==> src/rtl/log_mac_pkg.sv <==
// ---------------------------------------------------------------------------
// log_mac_pkg
// Shared definitions for the log-domain dot-product accumulator:
//   - state_t : accumulator FSM states (IDLE, ACC, DRAIN, DONE)
//   - PROD_W  : default product width from the upstream log multiplier
//   - ACC_W   : default accumulator width (must be >= PROD_W)
//   - LEN_W   : default vector-length counter width
// ---------------------------------------------------------------------------
package log_mac_pkg;

   localparam int PROD_W = 64;
   localparam int ACC_W  = 64;
   localparam int LEN_W  = 8;

   typedef enum logic [1:0] {
      ST_IDLE  = 2'd0,
      ST_ACC   = 2'd1,
      ST_DRAIN = 2'd2,
      ST_DONE  = 2'd3
   } state_t;

endpackage

==> src/rtl/log_mac_sat_add.sv <==
// ---------------------------------------------------------------------------
// log_mac_sat_add
// Combinational unsigned adder for the accumulator datapath.
//   acc_in  in  ACC_W   current accumulator value
//   prod_in in  PROD_W  product, zero-extended to ACC_W before the add
//   sum_out out ACC_W   next accumulator value (wrapped or clamped)
//   carry   out 1       carry out of ACC_W bits (overflow indication)
// Build option: LOG_MAC_SATURATE_EN clamps the sum to all ones on carry.
// Without it the sum wraps modulo 2^ACC_W. The carry output is the same in
// both builds.
// ---------------------------------------------------------------------------
module log_mac_sat_add #(
   parameter int PROD_W = 64,
   parameter int ACC_W  = 64
) (
   input  logic [ACC_W-1:0]  acc_in,
   input  logic [PROD_W-1:0] prod_in,
   output logic [ACC_W-1:0]  sum_out,
   output logic              carry
);

   logic [ACC_W-1:0] prod_ext;
   logic [ACC_W:0]   sum_full;

   always_comb begin
      prod_ext = ACC_W'(prod_in);
      sum_full = {1'b0, acc_in} + {1'b0, prod_ext};
      carry    = sum_full[ACC_W];
`ifdef LOG_MAC_SATURATE_EN
      // Once clamped, any further non-zero add carries again and re-clamps,
      // and a zero add leaves all ones untouched, so the value holds.
      sum_out  = carry ? {ACC_W{1'b1}} : sum_full[ACC_W-1:0];
`else
      sum_out  = sum_full[ACC_W-1:0];
`endif
   end

endmodule

==> src/rtl/log_mac_acc.sv <==
// ---------------------------------------------------------------------------
// log_mac_acc
// Dot-product accumulator: sums a job of vec_len unsigned products coming
// from a log multiplier and hands the total out on a valid/ready port.
// Ports:
//   clk, rst_n          clock, asynchronous active-low reset
//   start, vec_len      start a job of vec_len products (IDLE only)
//   busy                FSM not in IDLE
//   prod_valid/ready    product input handshake, prod = product value
//   acc_valid/ready     result handshake, acc_data = sum, acc_ovf = sticky
//                       carry-out seen during the job
// Accepted products go through a one-deep register and are added on the
// following cycle, so the result appears two cycles after the last accept.
// Build option: LOG_MAC_SATURATE_EN (clamp instead of wrap, see adder).
// ---------------------------------------------------------------------------
module log_mac_acc #(
   parameter int PROD_W = log_mac_pkg::PROD_W,
   parameter int ACC_W  = log_mac_pkg::ACC_W,
   parameter int LEN_W  = log_mac_pkg::LEN_W
) (
   input  logic              clk,
   input  logic              rst_n,
   input  logic              start,
   input  logic [LEN_W-1:0]  vec_len,
   output logic              busy,
   input  logic              prod_valid,
   output logic              prod_ready,
   input  logic [PROD_W-1:0] prod,
   output logic              acc_valid,
   input  logic              acc_ready,
   output logic [ACC_W-1:0]  acc_data,
   output logic              acc_ovf
);

   import log_mac_pkg::*;

   state_t            state_q, state_d;
   logic [LEN_W-1:0]  cnt_q, cnt_d;
   logic [PROD_W-1:0] pipe_q, pipe_d;
   logic              pipe_vld_q, pipe_vld_d;
   logic [ACC_W-1:0]  acc_q, acc_d;
   logic              ovf_q, ovf_d;

   logic [ACC_W-1:0]  add_sum;
   logic              add_carry;
   logic              prod_hs;

   log_mac_sat_add #(
      .PROD_W (PROD_W),
      .ACC_W  (ACC_W)
   ) u_add (
      .acc_in  (acc_q),
      .prod_in (pipe_q),
      .sum_out (add_sum),
      .carry   (add_carry)
   );

   always_comb begin
      state_d    = state_q;
      cnt_d      = cnt_q;
      pipe_d     = pipe_q;
      pipe_vld_d = 1'b0;
      acc_d      = acc_q;
      ovf_d      = ovf_q;

      prod_ready = (state_q == ST_ACC) && (cnt_q != '0);
      prod_hs    = prod_valid & prod_ready;

      // The add for a product captured last cycle; this covers both the
      // steady ACC stream and the final add in DRAIN.
      if (pipe_vld_q) begin
         acc_d = add_sum;
         ovf_d = ovf_q | add_carry;
      end

      unique case (state_q)
         ST_IDLE: begin
            if (start) begin
               acc_d = '0;
               ovf_d = 1'b0;
               if (vec_len != '0) begin
                  cnt_d   = vec_len;
                  state_d = ST_ACC;
               end else begin
                  state_d = ST_DONE;
               end
            end
         end
         ST_ACC: begin
            if (prod_hs) begin
               pipe_d     = prod;
               pipe_vld_d = 1'b1;
               cnt_d      = cnt_q - LEN_W'(1);
               if (cnt_q == LEN_W'(1)) begin
                  state_d = ST_DRAIN;
               end
            end
         end
         ST_DRAIN: begin
            state_d = ST_DONE;
         end
         ST_DONE: begin
            if (acc_ready) begin
               state_d = ST_IDLE;
            end
         end
         default: begin
            state_d = ST_IDLE;
         end
      endcase
   end

   always_ff @(posedge clk or negedge rst_n) begin
      if (!rst_n) begin
         state_q    <= ST_IDLE;
         cnt_q      <= '0;
         pipe_q     <= '0;
         pipe_vld_q <= 1'b0;
         acc_q      <= '0;
         ovf_q      <= 1'b0;
      end else begin
         state_q    <= state_d;
         cnt_q      <= cnt_d;
         pipe_q     <= pipe_d;
         pipe_vld_q <= pipe_vld_d;
         acc_q      <= acc_d;
         ovf_q      <= ovf_d;
      end
   end

   assign busy      = (state_q != ST_IDLE);
   assign acc_valid = (state_q == ST_DONE);
   assign acc_data  = acc_q;
   assign acc_ovf   = ovf_q;

endmodule

==> config.mk <==
export PLATFORM = sky130hd
export DESIGN_NAME = log_mac_acc
export DESIGN_NICKNAME = d
export VERILOG_FILES = /design/src/rtl/log_mac_pkg.sv /design/src/rtl/log_mac_sat_add.sv /design/src/rtl/log_mac_acc.sv
export SDC_FILE = /design/constraint.sdc
export NUM_CORES = 1
export LEC_CHECK = 0
export ABC_CLOCK_PERIOD_IN_PS = 3200
export CORE_UTILIZATION = 55
export DETAILED_ROUTE_END_ITERATION = 12
export GPL_TIMING_DRIVEN = 0
export PLACE_DENSITY = 0.8
export REMOVE_ABC_BUFFERS = 1
export SLEW_MARGIN = 25
export SYNTH_ARGS = -nofsm -noshare
export SYNTH_HDL_FRONTEND = slang
export SYNTH_SLANG_ARGS = --single-unit
==> constraint.sdc <==
create_clock -name clk -period 3.2 [get_ports clk]
set_input_delay 0.64 -clock clk [delete_from_list [all_inputs] [get_ports clk]]
set_output_delay 0.64 -clock clk [all_outputs]
set_load 0.01 [all_outputs]
==> metrics.md <==
| Metric | Value |
|---|---|
| Yosys synthesis warning count | 0 |
| Cell family with most CP delay | compound AO/OA/AOI/OAI gates |
| Final slew viol count | 0 |
| VDD IR max | 586.4 µV |
| DRT Wirelength | 24840 µm |
| Worst path slowest cell | dfrtp_1 |
| Worst-skew pair later-pin latency | 0.44 ns |
| Critical path startpoint category | register |
| Dpl hpwl | 17510 µm |
| Root buffer cell | clkbuf_16 |
| Post-Syn Area | 0.009403 mm² |
| Slew margin rel. | 48.05% |
| # DRC | 0 |
| Post-route minimum period | 3.171 ns |
| Initial core utilization | 56.50% |
| I/O Buffers | 144 |
| Period utilization | 99.09% |
| Mean area per synthesized cell | 8.263 µm² |
| Final hold vios | 0 |
| CP cell instances | ha_2, inv_2, fa_2, and2b_1, o2111ai_2, a21boi_2, a311oi_2, o31a_1, o2111ai_1, nand2_1, o21a_2, o211a_1, o32ai_2 |
| Clock skew | 0.01113 ns |
| Post-synth EDFFs | 0 |
| Worst-case reg-to-reg path depth | 13 |
| Largest net degree at the start of global routing | 73 |
| Die ar. | 0.01762 mm² |
| Max-cap violation count | 0 |
| CTS tree | built |
| Synth Flop Type | dfrtp_1 |
| Share of cells above drive strength 1 | 7.132% |
| Routed WL per cell | 16.60 µm |
| All-layer global routing usage | 28.82% |
| CTS clk-pin slew, worst paths | 0.07 ns |
| Initial antenna violation count | 0 |
| DR vias | 8632 |
| # setup viols final | 0 |
| Reg2Reg Capture Point | acc_ovf |
| Crit path arrival time | 3.51 ns |
| H-tree levels | 4 |
| Post-route ant nets | 0 |
| 1st-iter DRT viols | 721 |
| Top post-synthesis cells by area | dfrtp_1 (37%), nand2_1 (11%), ha_1 (9.4%) |
| Sequential fraction of the synthesis area | 37.26% |
| Global-route wire length before repair | 40700 µm |
| Synth top cells by count | nand2_1 (278), dfrtp_1 (140), nor2_1 (102) |
| R2R setup slack | 0.03 ns |
| First-pass detailed-route iteration total | 5 |
| Max Clk Rate | 315.4 MHz |
| Nets | 1412 |
| TritonCTS Buffers | 17 |
| Outcome | finished, final reports clean |
| Area Growth Syn to Fin | 25.62% |
| CP required | 3.53 ns |
| Async set-or-reset flop fraction in the synthesized netlist | 100.0% |
| Lkg Pwr | 0.005447 µW |
| Setup CP Type | reg2reg |
| Most frequent cell after synthesis | nand2_1 |
| I/O Pins | 145 |
| Worst Setup End Kind | register |
| Pwr Density | 1092 mW/mm² |
| Actual slew at the worst max-slew pin | 0.7774 ns |
| Synthesized flop and latch total | 140 |
| Global route overflow | 0 |
| Syn Inst Count | 1138 |
| RSZ-0062 raised after global routing | true |
| RR Startpoint | pipe_q[0] |
| GPL Wtd Cong | 0.9224 |
| Crit path launch | pipe_q[0] |
| Min-delay worst type | in2async |
| Slowest stage delay, CP | 0.37 ns |
| Number of global-route vias before repair | 8343 |
| Share of the synthesized area in the top cell type | 37.26% |
| Total inserted antenna cells | 0 |
| Synth area leader | dfrtp_1 |
| Pwr Total | 12900 µW |
| Core area | 0.01664 mm² |
| CP bufs+invs | 1 |
| Clock net sink count | 140 |
| Vias per cell | 5.770 |
| Post-CTS Hold Buffers | 0 |
| Crit-path max FO | 4 |
| Row count | 47 |
| Post-synth cell types | 69 |
| Max Root-Sink Buffers | 2 |
| Die width | 132.8 µm |
| Hold_ws | 0.1426 ns |
| WP depth | 13 |
| Worst setup path endpoint | acc_ovf |
| Die H | 132.8 µm |
power breakdown:
| part | switching [µW] | total, µW | internal, µW |
|---|---|---|---|
| Sequential | 666 | 3210 | 2550 |
| Combinational | 4350 | 7620 | 3270 |
| Clock | 826 | 2060 | 1240 |
| Total | 5840 | 12900 | 7060 |
worst register-to-register path, stage by stage (launching register included):
cell and delay, ns:
dfrtp_1 0.37, ha_2 0.20, inv_2 0.04, fa_2 0.33, and2b_1 0.23, o2111ai_2 0.13, a21boi_2 0.23, a311oi_2 0.16
o31a_1 0.37, o2111ai_1 0.21, nand2_1 0.13, o21a_2 0.24, o211a_1 0.22, o32ai_2 0.21
layout make-up:
cell class	count	area, µm²
inverters	24	92.59
multi-input cells	916	5683
clock inverters	15	186.4
well taps	220	275.3
clock buffers	17	425.4
flip-flops and latches	140	3507
repair buffers	164	1642
fillers	1355	4831
stage by stage:
| step | setup slack [ns] | util (%) | TNS (ns) | instance area [µm²] | cells |
|---|---|---|---|---|---|
| floorplan | -0.6436 | - | -38.22 | 9180 | 1080 |
| global placement | -4.097 | 65.48 | -767.41 | 10900 | 1444 |
| detailed placement | -0.2527 | 66.01 | -0.8234 | 10990 | 1447 |
| CTS | 0.01535 | 70.20 | 0 | 11680 | 1488 |
| global route | -0.07188 | 70.97 | -0.1612 | 11810 | 1496 |
| finish | 0.02926 | 70.97 | 0 | 11810 | 1496 |
kinds of logic after synthesis:
family / count (synthesis) / share of synthesized area, %
flip-flops: 140 / 37.26
AND/OR/NAND/NOR: 474 / 21.06
buffers and inverters: 82 / 3.327
XOR/XNOR: 50 / 4.657
adder cells (fa/ha/maj): 72 / 9.661
multiplexers: 35 / 3.726
AO/OA/AOI/OAI: 285 / 20.31
state kept, by name, indices dropped and copies added, names as in the netlist:
register / cells
pipe_vld_q: 1
state_q: 2
pipe_q: 64
acc_ovf: 1
acc_data: 64
cnt_q: 8
metal layers:
layer  vias to the layer above  wire, µm  global-route usage (%)
li1                       4241         -                       -
met1                      4094     11650                   39.83
met2                       267     11360                   45.61
met3                        30      1418                   5.824
met4                         0       413                   8.812
met5                         -         0                       0
worst min-delay path by stage:
stage	startpoint	end	slack (ns)	depth (start not counted)
2_1_floorplan	rst_n	acc_data[0]	0.34	0
3_3_place_gp	pipe_q[7]	pipe_q[7]	0.46	2
3_5_place_dp	pipe_q[45]	pipe_q[45]	0.47	2
4_1_cts	rst_n	acc_data[12]	0.17	1
5_1_grt	rst_n	pipe_q[12]	0.19	1
6_report	rst_n	pipe_q[12]	0.14	1
repair_timing:
action	CTS	global route
gates resized for setup	4	13
endpoints found under the hold margin	0	0
pin swaps	8	8
endpoints found under the setup margin	8	18
setup buffers	9	8
cells in the final DEF (no fill, tap or decap), types with 3 or more instances in the layout:
cell type	count
nor4_1	8
clkbuf_16	17
xnor2_1	33
bufinv_16	3
mux2i_1	35
o21ai_1	6
buf_4	17
a21oi_1	84
nor2_1	102
nand4_1	21
a21boi_0	5
o21ai_0	49
ha_1	69
o221ai_1	3
and2_1	4
inv_1	21
a211oi_1	15
inv_6	5
a21oi_2	4
o31ai_1	3
nand2b_1	3
a21o_1	27
or3_1	7
nand3_1	21
o22ai_1	12
o21a_1	13
nand2_1	277
clkdlybuf4s50_1	143
dfrtp_1	139
nor3_1	15
clkinvlp_4	4
xor2_1	17
and3_1	3
a31oi_1	9
o21bai_1	12
(Power assumes the default switching activity.)
